<file path="src/rtl/wd_pkg.sv">
// Shared types and constants for the windowed watchdog supervisor.
package wd_pkg;

  typedef enum logic [1:0] {
    DISARMED = 2'd0,
    ARMED    = 2'd1,
    RECOVER  = 2'd2,
    TRIP     = 2'd3
  } wd_state_e;

  // Cycles a stuck overflow may persist in RECOVER before escalating
  localparam int RECOVER_TMO = 4;

  localparam int WIN_W = 16;
  localparam logic [WIN_W-1:0] WIN_MAX = '1;

  // Width needed to hold values 0..value-1, never less than one bit
  function automatic int clog2(input int value);
    int r;
    r = 0;
    while ((1 << r) < value) r++;
    return (r < 1) ? 1 : r;
  endfunction

endpackage

</file>
<file path="src/rtl/wd_window_cnt.sv">
// Saturating open-window counter: counts cycles since frame start and
// reports whether the service window has opened.
module wd_window_cnt
  import wd_pkg::*;
(
  input  logic             CLK,
  input  logic             RST,
  input  logic             clr,
  input  logic             en,
  input  logic [WIN_W-1:0] open_len,
  output logic             open_ok
);

  logic [WIN_W-1:0] win_q;

  // Clear wins over counting; the count sticks at all-ones
  always_ff @(posedge CLK) begin
    if (RST)
      win_q <= '0;
    else if (clr)
      win_q <= '0;
    else if (en && (win_q != WIN_MAX))
      win_q <= win_q + 1'b1;
  end

  assign open_ok = (win_q >= open_len);

endmodule

</file>
<file path="src/rtl/wd_supervisor.sv">
// Windowed watchdog supervisor: services the frame window, classifies early
// and late services as faults, and escalates to a timed system reset.
// Optional build macro WD_FAULT_DECAY_EN: consecutive good services slowly
// forgive accumulated faults.
module wd_supervisor
  import wd_pkg::*;
#(
  parameter int MAX_FAULTS = 3,
  parameter int FCW        = 4,
  parameter int TRIP_LEN   = 16,
  parameter int DECAY_SVCS = 8
) (
  input  logic           CLK,
  input  logic           RST,
  input  logic           ARM,
  input  logic           SVC_REQ,
  input  logic           FWOVR,
  input  logic [15:0]    OPEN_LEN,
  output logic           WDSRVC,
  output logic           WDRST,
  output logic           SYS_RST,
  output logic [FCW-1:0] FAULT_CNT,
  output logic           EARLY_ERR,
  output logic           LATE_ERR,
  output logic [1:0]     STATE
);

  localparam int TW    = clog2(TRIP_LEN + 1);
  localparam int REC_W = clog2(RECOVER_TMO + 1);
  localparam logic [TW-1:0]    TRIP_LAST = TW'(TRIP_LEN - 1);
  localparam logic [REC_W-1:0] REC_LAST  = REC_W'(RECOVER_TMO - 1);
  localparam logic [FCW-1:0]   MAXF      = FCW'(MAX_FAULTS);
  localparam logic [FCW-1:0]   FAULT_SAT = '1;

  wd_state_e        state_q, state_d;
  logic [TW-1:0]    trip_q, trip_d;
  logic [REC_W-1:0] rec_q, rec_d;
  logic [FCW-1:0]   fault_inc, fault_nxt, fault_dec;
  logic             wdsrvc_d, wdrst_d, sys_rst_d, early_d, late_d;
  logic             win_clr, win_en, open_ok;

  wd_window_cnt u_win (
    .CLK      (CLK),
    .RST      (RST),
    .clr      (win_clr),
    .en       (win_en),
    .open_len (OPEN_LEN),
    .open_ok  (open_ok)
  );

  assign fault_inc = (FAULT_CNT == FAULT_SAT) ? FAULT_CNT : FAULT_CNT + 1'b1;

  // Next-state and next-output decode; every output is registered below
  always_comb begin
    state_d   = state_q;
    trip_d    = trip_q;
    rec_d     = rec_q;
    fault_nxt = FAULT_CNT;
    wdsrvc_d  = 1'b0;
    wdrst_d   = 1'b0;
    sys_rst_d = 1'b0;
    early_d   = 1'b0;
    late_d    = 1'b0;
    win_clr   = 1'b0;
    win_en    = 1'b0;
    case (state_q)
      DISARMED: begin
        if (ARM) begin
          state_d = ARMED;
          win_clr = 1'b1;
        end else begin
          wdrst_d = 1'b1;
        end
      end
      ARMED: begin
        win_en = 1'b1;
        if (!ARM) begin
          state_d = DISARMED;
          wdrst_d = 1'b1;
        end else if (FWOVR) begin
          late_d    = 1'b1;
          fault_nxt = fault_inc;
          wdrst_d   = 1'b1;
          rec_d     = '0;
          state_d   = RECOVER;
        end else if (SVC_REQ) begin
          early_d   = !open_ok;
          fault_nxt = open_ok ? FAULT_CNT : fault_inc;
          wdsrvc_d  = 1'b1;
          win_clr   = 1'b1;
        end
        if ((late_d || early_d) && (fault_inc >= MAXF)) begin
          state_d   = TRIP;
          trip_d    = '0;
          sys_rst_d = 1'b1;
          wdrst_d   = 1'b1;
          wdsrvc_d  = 1'b0;
        end
      end
      RECOVER: begin
        if (!FWOVR) begin
          state_d = ARMED;
          win_clr = 1'b1;
        end else if (rec_q == REC_LAST) begin
          state_d   = TRIP;
          trip_d    = '0;
          sys_rst_d = 1'b1;
          wdrst_d   = 1'b1;
        end else begin
          rec_d   = rec_q + 1'b1;
          wdrst_d = 1'b1;
        end
      end
      TRIP: begin
        wdrst_d = 1'b1;
        if (trip_q == TRIP_LAST) begin
          state_d   = DISARMED;
          fault_nxt = '0;
        end else begin
          trip_d    = trip_q + 1'b1;
          sys_rst_d = 1'b1;
        end
      end
      default: begin
        state_d = DISARMED;
        wdrst_d = 1'b1;
      end
    endcase
  end

`ifdef WD_FAULT_DECAY_EN
  localparam int DW = clog2(DECAY_SVCS + 1);

  logic [DW-1:0] good_q;
  logic          good_svc, clr_good, decay_hit;

  assign good_svc  = (state_q == ARMED) && ARM && !FWOVR && SVC_REQ && open_ok;
  assign clr_good  = (state_q != ARMED) || !ARM || FWOVR || (SVC_REQ && !open_ok);
  assign decay_hit = good_svc && (good_q == DW'(DECAY_SVCS - 1));
  assign fault_dec = (decay_hit && (fault_nxt != '0)) ? fault_nxt - 1'b1 : fault_nxt;

  // Run length of consecutive good services since the last fault or disarm
  always_ff @(posedge CLK) begin
    if (RST)
      good_q <= '0;
    else if (clr_good || decay_hit)
      good_q <= '0;
    else if (good_svc)
      good_q <= good_q + 1'b1;
  end
`else
  logic [31:0] unused_decay_svcs;
  assign unused_decay_svcs = DECAY_SVCS;
  assign fault_dec = fault_nxt;
`endif

  // State, timers and registered outputs; reset overrides everything
  always_ff @(posedge CLK) begin
    if (RST) begin
      state_q   <= DISARMED;
      trip_q    <= '0;
      rec_q     <= '0;
      FAULT_CNT <= '0;
      WDSRVC    <= 1'b0;
      WDRST     <= 1'b1;
      SYS_RST   <= 1'b0;
      EARLY_ERR <= 1'b0;
      LATE_ERR  <= 1'b0;
    end else begin
      state_q   <= state_d;
      trip_q    <= trip_d;
      rec_q     <= rec_d;
      FAULT_CNT <= fault_dec;
      WDSRVC    <= wdsrvc_d;
      WDRST     <= wdrst_d;
      SYS_RST   <= sys_rst_d;
      EARLY_ERR <= early_d;
      LATE_ERR  <= late_d;
    end
  end

  assign STATE = state_q;

endmodule

</file>
<file path="config.mk">
export PLATFORM = sky130hd
export DESIGN_NAME = wd_supervisor
export DESIGN_NICKNAME = d
export VERILOG_FILES = /design/src/rtl/wd_pkg.sv /design/src/rtl/wd_window_cnt.sv /design/src/rtl/wd_supervisor.sv
export SDC_FILE = /design/constraint.sdc
export NUM_CORES = 1
export LEC_CHECK = 0
export CORE_MARGIN = 5
export CORE_UTILIZATION = 55
export CTS_BUF_LIST = sky130_fd_sc_hd__clkbuf_16
export CTS_CLUSTER_DIAMETER = 80
export DETAILED_ROUTE_END_ITERATION = 7
export PLACE_DENSITY = 0.9
export SLEW_MARGIN = 10
export SYNTH_ARGS = -nofsm -noshare
export SYNTH_HDL_FRONTEND = slang
export SYNTH_SLANG_ARGS = --single-unit
</file>
<file path="constraint.sdc">
create_clock -name CLK -period 3.39 [get_ports CLK]
set_input_delay 0.339 -clock CLK [delete_from_list [all_inputs] [get_ports CLK]]
set_output_delay 0.339 -clock CLK [all_outputs]
set_load 0.01 [all_outputs]
</file>
# Word-level counts from Yosys, hierarchy flattened

Index checks and enable logic that the tools add are counted.

Flip-flop bits (word level): 35
Output and inout bits: 11
Word-level logic and storage cells: 100
Input bits: 21

$lt $le $gt $ge: 2
Add/sub/neg operators: 4
Mux-type cells: 48
Reduce and logical (&&, ||, !) cells: 15
Equal/unequal tests: 20
Bitwise logic cells: 1

Operator list:

| kind                  | count |
|---|---|
| $mux 4                | 6 |
| $mux 1                | 20 |
| $mux 5                | 4 |
| $ne 2x2->1 const B    | 9 |
| $add 16x1->16 const B | 1 |
| $ge 16x16->1          | 1 |
| $ne 16x16->1 const B  | 1 |
| $pmux 5 s3            | 1 |
| $reduce_and 5->1      | 3 |
| $mux 2                | 7 |
| $mux 3                | 4 |
| $ne 3x3->1 const B    | 3 |
| $pmux 2 s4            | 1 |
| $pmux 4 s2            | 1 |
| $pmux 1 s3            | 2 |
| $pmux 3 s2            | 1 |
| $add 5x1->5 const B   | 1 |
| $eq 5x4->1 const B    | 1 |
| $add 4x1->4 const B   | 1 |
| $eq 2x2->1 const B    | 2 |
| $eq 4x4->1 const B    | 1 |
| $ge 4x2->1 const B    | 1 |
| $ne 4x4->1 const B    | 1 |
| $pmux 1 s4            | 1 |
| other kinds (13)      | 16 |

# Logic depth before layout (Yosys ltp)

Gate-level depths: netlist (run 1).

Depth in word-level cells: 10
Mapped depth: 10
Gate-level depth less buffers: 10

# Hierarchy

Synthesis (run 1) repeated with hierarchy kept, for this count alone.

Cells, all modules: 268
Area, all modules: 2205.9 sq um

By module, submodules not included:

| module        | cells an instance | area an instance (sq um) | instances | sequential area each (sq um) |
|---|---|---|---|---|
| wd_window_cnt | 146               | 1168.6                   | 1         | 320.3 |
| wd_supervisor | 122               | 1037.2                   | 1         | 380.4 |

# Least setup slack after synthesis (run 1)

No wires, ideal clock.

Path type: reg2reg
Start: reg FAULT_CNT[0]
End: reg trip_q[2]
Data arrival time: 2042 ps
Stages on the path, launching flop included: 8
Data required time: 3298 ps
Path buffers: 0
Clock period less this slack: 2134 ps
Setup slack: 1256 ps
Setup time: 92 ps
Path through: dfxtp_1 -> ha_1 -> a21bo_1 -> a2111oi_4 -> nor2_1 -> a31o_2 -> or2_4 -> o32ai_1

Cells in the longest elaborated chain, start to end: 6
Elaborated cells between the ends (all ways): 7
Those cells by class: 1 x add/sub; 1 x order compare; 2 x eq/ne; 1 x mux; 2 x reduce/logical

RTL lines:

| item                                             | line                 | source |
|---|---|---|
| from (decl)                                      | wd_supervisor.sv:22  | `output logic [FCW-1:0] FAULT_CNT,` |
| from (signal assigned)                           | wd_supervisor.sv:173 | `FAULT_CNT <= fault_dec;` |
| $add 4x1->4 / $eq 4x4->1 (equally long branches) | wd_supervisor.sv:51  | `assign fault_inc = (FAULT_CNT == FAULT_SAT) ? FAULT_CNT : FAULT_CNT + 1'b1;` |
| $mux 4 (*)                                       | wd_supervisor.sv:51  |  |
| $ge 4x2->1 (*)                                   | wd_supervisor.sv:92  | `if ((late_d \|\| early_d) && (fault_inc >= MAXF)) begin` |
| $logic_and 1x1->1 (*)                            | wd_supervisor.sv:92  |  |
| $ne 2x2->1 (no source line) (*)                  | --                   |  |
| $reduce_and 5->1 (no source line) (*)            | --                   |  |
| to (signal assigned)                             | wd_supervisor.sv:171 | `trip_q <= trip_d;` |
| to (decl)                                        | wd_supervisor.sv:36  | `logic [TW-1:0] trip_q, trip_d;` |

Every way passes the cells marked *; elsewhere a longest branch is shown, timed or not.
A chain may end at the register's enable or synchronous reset.

# Final worst setup path (run 1)

Start: in OPEN_LEN[5]
End: reg FAULT_CNT[3]

Cells in the longest elaborated chain, start to end: 3

RTL lines:

| item                              | line                | source |
|---|---|---|
| from (decl)                       | wd_supervisor.sv:18 | `input logic [15:0] OPEN_LEN,` |
| $ge 16x16->1                      | wd_window_cnt.sv:26 | `assign open_ok = (win_q >= open_len);` |
| $ne 3x3->1 (no source line)       | --                  |  |
| $reduce_and 5->1 (no source line) | --                  |  |

No other way between the ends.

==> results of run 1 <==
## power by group through the flow
stage               logic (W)  registers (W)  clock network, W
finish               0.000115       0.000430          0.000427
global route         0.000128       0.000431          0.000453
CTS                  0.000116       0.000430          0.000431
detailed placement   0.000114       0.000438                 0
global placement     0.000112       0.000438                 0
floorplan           0.0000670       0.000436                 0
## worst max-delay path: cells and delay by family
kind / cells / cell delay (ns)
AO/OA/AOI/OAI: 5 / 1.17
buffers and inverters: 2 / 0.49
AND/OR/NAND/NOR: 1 / 0.39
adder cells (fa/ha/maj): 1 / 0.30
## sequential cells by signal (all words and copies together), names as in the netlist, 2 cells and up
name / count
u_win.win_q: 16
STATE: 2
rec_q: 3
trip_q: 5
FAULT_CNT: 4
## per-stage QoR
step / instances / instance area (sq um) / setup slack, ns / total power [W]
4_1_cts: 349 / 2660 / 0.898 / 0.000977
6_report: 349 / 2660 / 0.889 / 0.000972
5_1_grt: 349 / 2660 / 0.697 / 0.00101
2_1_floorplan: 269 / 2180 / 1.26 / 0.000503
3_5_place_dp: 341 / 2520 / 0.634 / 0.000553
3_3_place_gp: 341 / 2520 / 0.680 / 0.000550
## worst min path at each step
stage                     end  slack, ns  cells past startpoint
CTS                 trip_q[4]       0.49                      2
global route        trip_q[4]       0.54                      2
finish              trip_q[4]       0.48                      2
floorplan           trip_q[4]       0.45                      2
detailed placement  trip_q[4]       0.47                      2
global placement    trip_q[4]       0.47                      2
## cells in the mapped netlist (all sizes together) (3+ instances only)
cell and count:
nor2b 6, or3 3, clkbuf 8, ha 22, o21ai 12, mux2i 3, dfxtp 35, nor4 3
nor3 11, nor2 32, xor2 8, nand2b 5, nand4 7, and4 3, xnor2 3, nand2 20
nand3 11, a21oi 16, a211oi 4, inv 24
## area by class of cell
type | count | area (sq um)
Clock buffer | 5 | 125
Clock inverter | 3 | 11.3
Multi-Input combinational cell | 202 | 1360
Fill cell | 296 | 1080
Sequential cell | 35 | 701
Inverter | 24 | 90.1
Timing Repair Buffer | 32 | 318
Tap cell | 48 | 60.1
## layer usage
metal  routed length (um)  GRT usage, %
met1                 2120          24.7
met2                 1950          26.6
met3                  286          5.51
met4                   68          6.15
met5                    0             0
## cells by family after synthesis
| logic type | Yosys count | synth area share, % |
|---|---|---|
| AOI/OAI and AO/OA | 53 | 17.5 |
| adders and majority gates | 22 | 12.6 |
| muxes | 3 | 1.38 |
| buffers and inverters | 32 | 5.52 |
| xor gates and xnor gates | 11 | 4.43 |
| and+or+nand+nor | 113 | 26.3 |
| DFF | 35 | 32.2 |
==> results.md, run 1 <==
- Post-synthesis net count: 312
- Flop pwr share: 44.2%
- Top Ports: 32
- Die X-Extent: 72.9 um
- CP Capture Point: FAULT_CNT[3]
- Register area share after synthesis: 32.2%
- Starting Density: 58.2%
- Cell Rows: 22
- Leakage: 1.03 nW
- RR Startpoint: u_win.win_q[0]
- Final min period: 2.50 ns
- HP Class: flop to flop
- Vias: 1959
- # DRC: 0
- Commonest cells after routing, fill and taps aside: dfxtp_1, nor2_1, clkdlybuf4s50_1, inv_1, ha_1
- Post-cts resize count: 0
- Hold_sp: trip_q[4]
- Hpwl dp: 3310 um
- Later-pin clock latency in the skew report: 0.28 ns
- Gpl congestion: 0.815
- Post-route ant nets: 0
- Final period util: 73.8%
- Core Area: 3740 sq um
- Fmax: 400 MHz
- Switching share of power: 23.7%
- Port Buffers: 31
- Crit. End Element: flop
- Worst R2R End: FAULT_CNT[3]
- Yosys top cell area share: 32.2%
- Worst path slowest cell: clkdlybuf4s50_1
- Worst hold slack: 0.479 ns
- Endpoints failing setup: 0
- RSZ-0062 raised after global routing: false
- Crit. Startpoint: OPEN_LEN[5]
- DR WL/cell: 12.7 um
- Cell taking the most area after synthesis: dfxtp_1
- Total grt overflow: 0
- CTS sink count: 35
- Post-synth EDFFs: 0
- Measured slew at the worst slew-check pin: 0.556 ns
- Synthesized flop and latch total: 35
- Post-synth ARST share: 0%
- Unique cell type count in the Yosys netlist: 49
- Clock root buffer: clkbuf_16
- Comb pwr share: 11.9%
- Synth warn: 0
- Share of cells above drive strength 1: 5.65%
- Area Overhead vs Synth: 22.2%
- Peak supply drop: 0.000259 V
- Chip height: 72.9 um
- Syn avg cell area: 8.09 sq um
- Pwr dens: 365 nW/um^2
- Kind of critical path: input pin to flop
- Area contributors post-synth: dfxtp_1, ha_1, nor2_1, inv_1, a21oi_1
- Slew headroom: 62.4%
- Slowest Stage Delay on Critical Path: 0.45 ns
- Post-layout util: 71.1%
- CTS tree: done
- Most common cell after layout, fill and taps aside: dfxtp_1
- Initial antenna violation count: 0
- GRT Overall Usage: 18.0%
- CTS Buffer Depth: 2
- Worst path arrival time: 2.69 ns
- N_diodes: 0
- Number of setup buffers added after CTS: 0
- R2R Setup Slk: 0.95 ns
- CP required: 3.58 ns
- Pin count of the biggest net entering global routing: 17
- Clock skew: 0.00337 ns
- Post-synth top flop: dfxtp_1
- Internal power: 0.000742 W
- CTS clk-pin slew, worst paths: 0.05 ns
- Total Routed Length: 4420 um
- NumNets Final: 343
- Vias/cell: 5.61
- Total die area: 5320 sq um
- Vias in the first global route: 1704
- TritonCTS Buffers: 5
- H-Tree Level Count: 2
- Syn Inst Count: 269
- DRT iter0 DRCs: 142
- Initial DRT Pass Iterations: 4
- Max-slew violations: 0
- Synth Cell Area: 2180 sq um
- First-pass GRT wire length: 7550 um
- Hold Fails Final Rpt: 0
- Max FO, Critical Path: 8
- Clock power frac: 43.9%
- Max-Cap Viols: 0
- Setup TNS: 0 ns
- Worst-path cell chain: clkdlybuf4s50_1 > inv_1 > ha_1 > a21oi_1 > o21ai_0 > a211oi_2 > a41oi_1 > or2_2 > a211oi_1
- CTS Hold Buffers Added: 0
- Cell depth of the worst flop-to-flop path: 8
- P_sw: 0.000230 W
- Outcome: finished clean
- CP Launch Type: input pin
Power figures use the tool's default switching activity.
==> inputs of run 2 (changes only) <==
Settings changed: CORE_UTILIZATION 55 to 54, PLACE_DENSITY 0.9 to 0.88.
Clock period 3.39 ns to 2.6 ns, I/O delays scaled along.
==> run 2 against run 1 <==
  * Setup slack worse by 0.68 ns
  * Combinational power is 36% higher
  * Register-to-register slack worse by 0.75 ns
  * Count of clock-buffer cells in the layout unchanged
  * Cell count increased by 1.1%
  * Flip-flop and latch count stayed put
  * Die area grew 1.6%
  * Core utilization down 3.0 points
  * Critical path depth shrank 1
  * Non-clock buffer count rose by 3
  * Sequential power is 30% higher
  * Highest routed layer unchanged
==> results.md, run 2 (synthesized netlist as in run 1, its figures left out) <==
- Top Ports: 32
- Hold endpoint: trip_q[4]
- Commonest cells after routing, fill and taps aside: dfxtp_1, nor2_1, clkdlybuf4s50_1, inv_1, ha_1
- Max reg flops: 16
- RSZ-0062 raised after global routing: false
- Max-Cap Viols: 0
- Initial DRT Pass Iterations: 4
- Pwr dens: 474 nW/um^2
- N_diodes: 0
- Starting Density: 55.2%
- CTS clk-pin slew, worst paths: 0.05 ns
- Area Overhead vs Synth: 23.3%
- CTS Hold Buffers Added: 0
- Die X-Extent: 73.5 um
- Setup TNS: 0 ns
- Post-cts resize count: 0
- Hold depth: 2
- First-pass GRT wire length: 7690 um
- R2R Setup Slk: 0.20 ns
- Max-slew violations: 0
- Post-route ant nets: 0
- Cell Rows: 23
- Slew headroom: 63.6%
- Worst R2R End: FAULT_CNT[3]
- Top Registers: u_win.win_q: 16 flops, trip_q: 5 flops, FAULT_CNT: 4 flops
- Vias/cell: 5.63
- Most common cell after layout, fill and taps aside: dfxtp_1
- Fillers: 312
- Clock skew: 0.00428 ns
- Gpl congestion: 0.845
- Initial antenna violation count: 0
- TritonCTS Buffers: 5
- Place WS: 0.00644 ns
- HP Class: flop to flop
- H-Tree Level Count: 2
- Area of the multi-input gates: 1360 sq um
- Final Worst Setup Slack: 0.204 ns
- CTS sink count: 35
- Vias in the first global route: 1834
- NumNets Final: 346
- Later-pin clock latency in the skew report: 0.28 ns
- CP required: 2.80 ns
- Leakage: 1.04 nW
- Hold Fails Final Rpt: 0
- CTS Buffer Depth: 2
- Share of cells above drive strength 1: 6.93%
- Kind of critical path: flop to flop
- CTS tree: done
- Total die area: 5400 sq um
- Final min period: 2.40 ns
- Chip height: 73.5 um
- Number of setup buffers added after CTS: 0
- DR WL/cell: 13.4 um
- Worst path arrival time: 2.59 ns
- Top reg by flops: u_win.win_q
- RR Startpoint: u_win.win_q[0]
- Crit. End Element: flop
- Vias: 1987
- Outcome: finished clean
- Total area of sequential cells: 701 sq um
- Total Routed Length: 4740 um
- CP Launch Type: flop
- DRT iter0 DRCs: 126
- Max FO, Critical Path: 5
- Core Area: 3940 sq um
- Peak supply drop: 0.000343 V
- Hpwl dp: 3550 um
- Pin count of the biggest net entering global routing: 17
- Clock root buffer: clkbuf_16
- Port Buffers: 31
- Fmax: 417 MHz
- Measured slew at the worst slew-check pin: 0.547 ns
- Hold_sp: trip_q[4]
- GRT Overall Usage: 18.1%
- Total grt overflow: 0
- Endpoints failing setup: 0
- # DRC: 0
- Cell depth of the worst flop-to-flop path: 8
- Final period util: 92.1%
==> run 2: final cells by class <==
cell class / instances / share of cell area (%)
clock buffer: 5 / 4.66
clock inverter: 2 / 0.326
inverter: 24 / 3.36
multi-input combinational: 202 / 50.5
sequential: 35 / 26.1
tap: 50 / 2.33
timing repair buffer: 35 / 12.7
==> run 2: report_power, final <==
part | internal [W] | leakage, nW | total, W | switching, W
Combinational | 0.0000804 | 0.690 | 0.000156 | 0.0000752
Sequential | 0.000546 | 0.283 | 0.000561 | 0.0000146
Clock | 0.000344 | 0.0671 | 0.000554 | 0.000211
Total | 0.000970 | 1.04 | 0.00127 | 0.000301
==> run 2: critical path, cell delays in order (launching register included) <==
cell	delay, ns
dfxtp_1	0.40
inv_1	0.07
ha_1	0.27
nor3b_1	0.21
o21ai_0	0.14
a31oi_1	0.37
a41oi_1	0.27
or2_2	0.37
a211oi_1	0.22
==> run 2: worst max path at each step <==
stage / from / endpoint / cells past startpoint
global route: u_win.win_q[0] / FAULT_CNT[3] / 8
floorplan: FAULT_CNT[0] / trip_q[2] / 7
CTS: u_win.win_q[0] / FAULT_CNT[3] / 8
global placement: OPEN_LEN[11] / SYS_RST / 9
detailed placement: OPEN_LEN[15] / FAULT_CNT[3] / 9
finish: u_win.win_q[0] / FAULT_CNT[3] / 8
==> run 2: routing by layer <==
layer	wire length, um	track usage, %
met5	0	0
met4	65	6.24
met3	320	5.06
met2	2160	29.3
met1	2200	23.0
==> run 2: per-stage QoR <==
step / cell area, sq um / utilization, % / hold slack [ns] / total power [W] / cells
floorplan: 2180 / - / 0.378 / 0.000655 / 269
global placement: 2550 / 64.7 / 0.465 / 0.000722 / 346
detailed placement: 2550 / 64.7 / 0.475 / 0.000726 / 346
CTS: 2680 / 68.1 / 0.485 / 0.00128 / 353
global route: 2680 / 68.1 / 0.511 / 0.00132 / 353
finish: 2680 / 68.1 / 0.488 / 0.00127 / 353
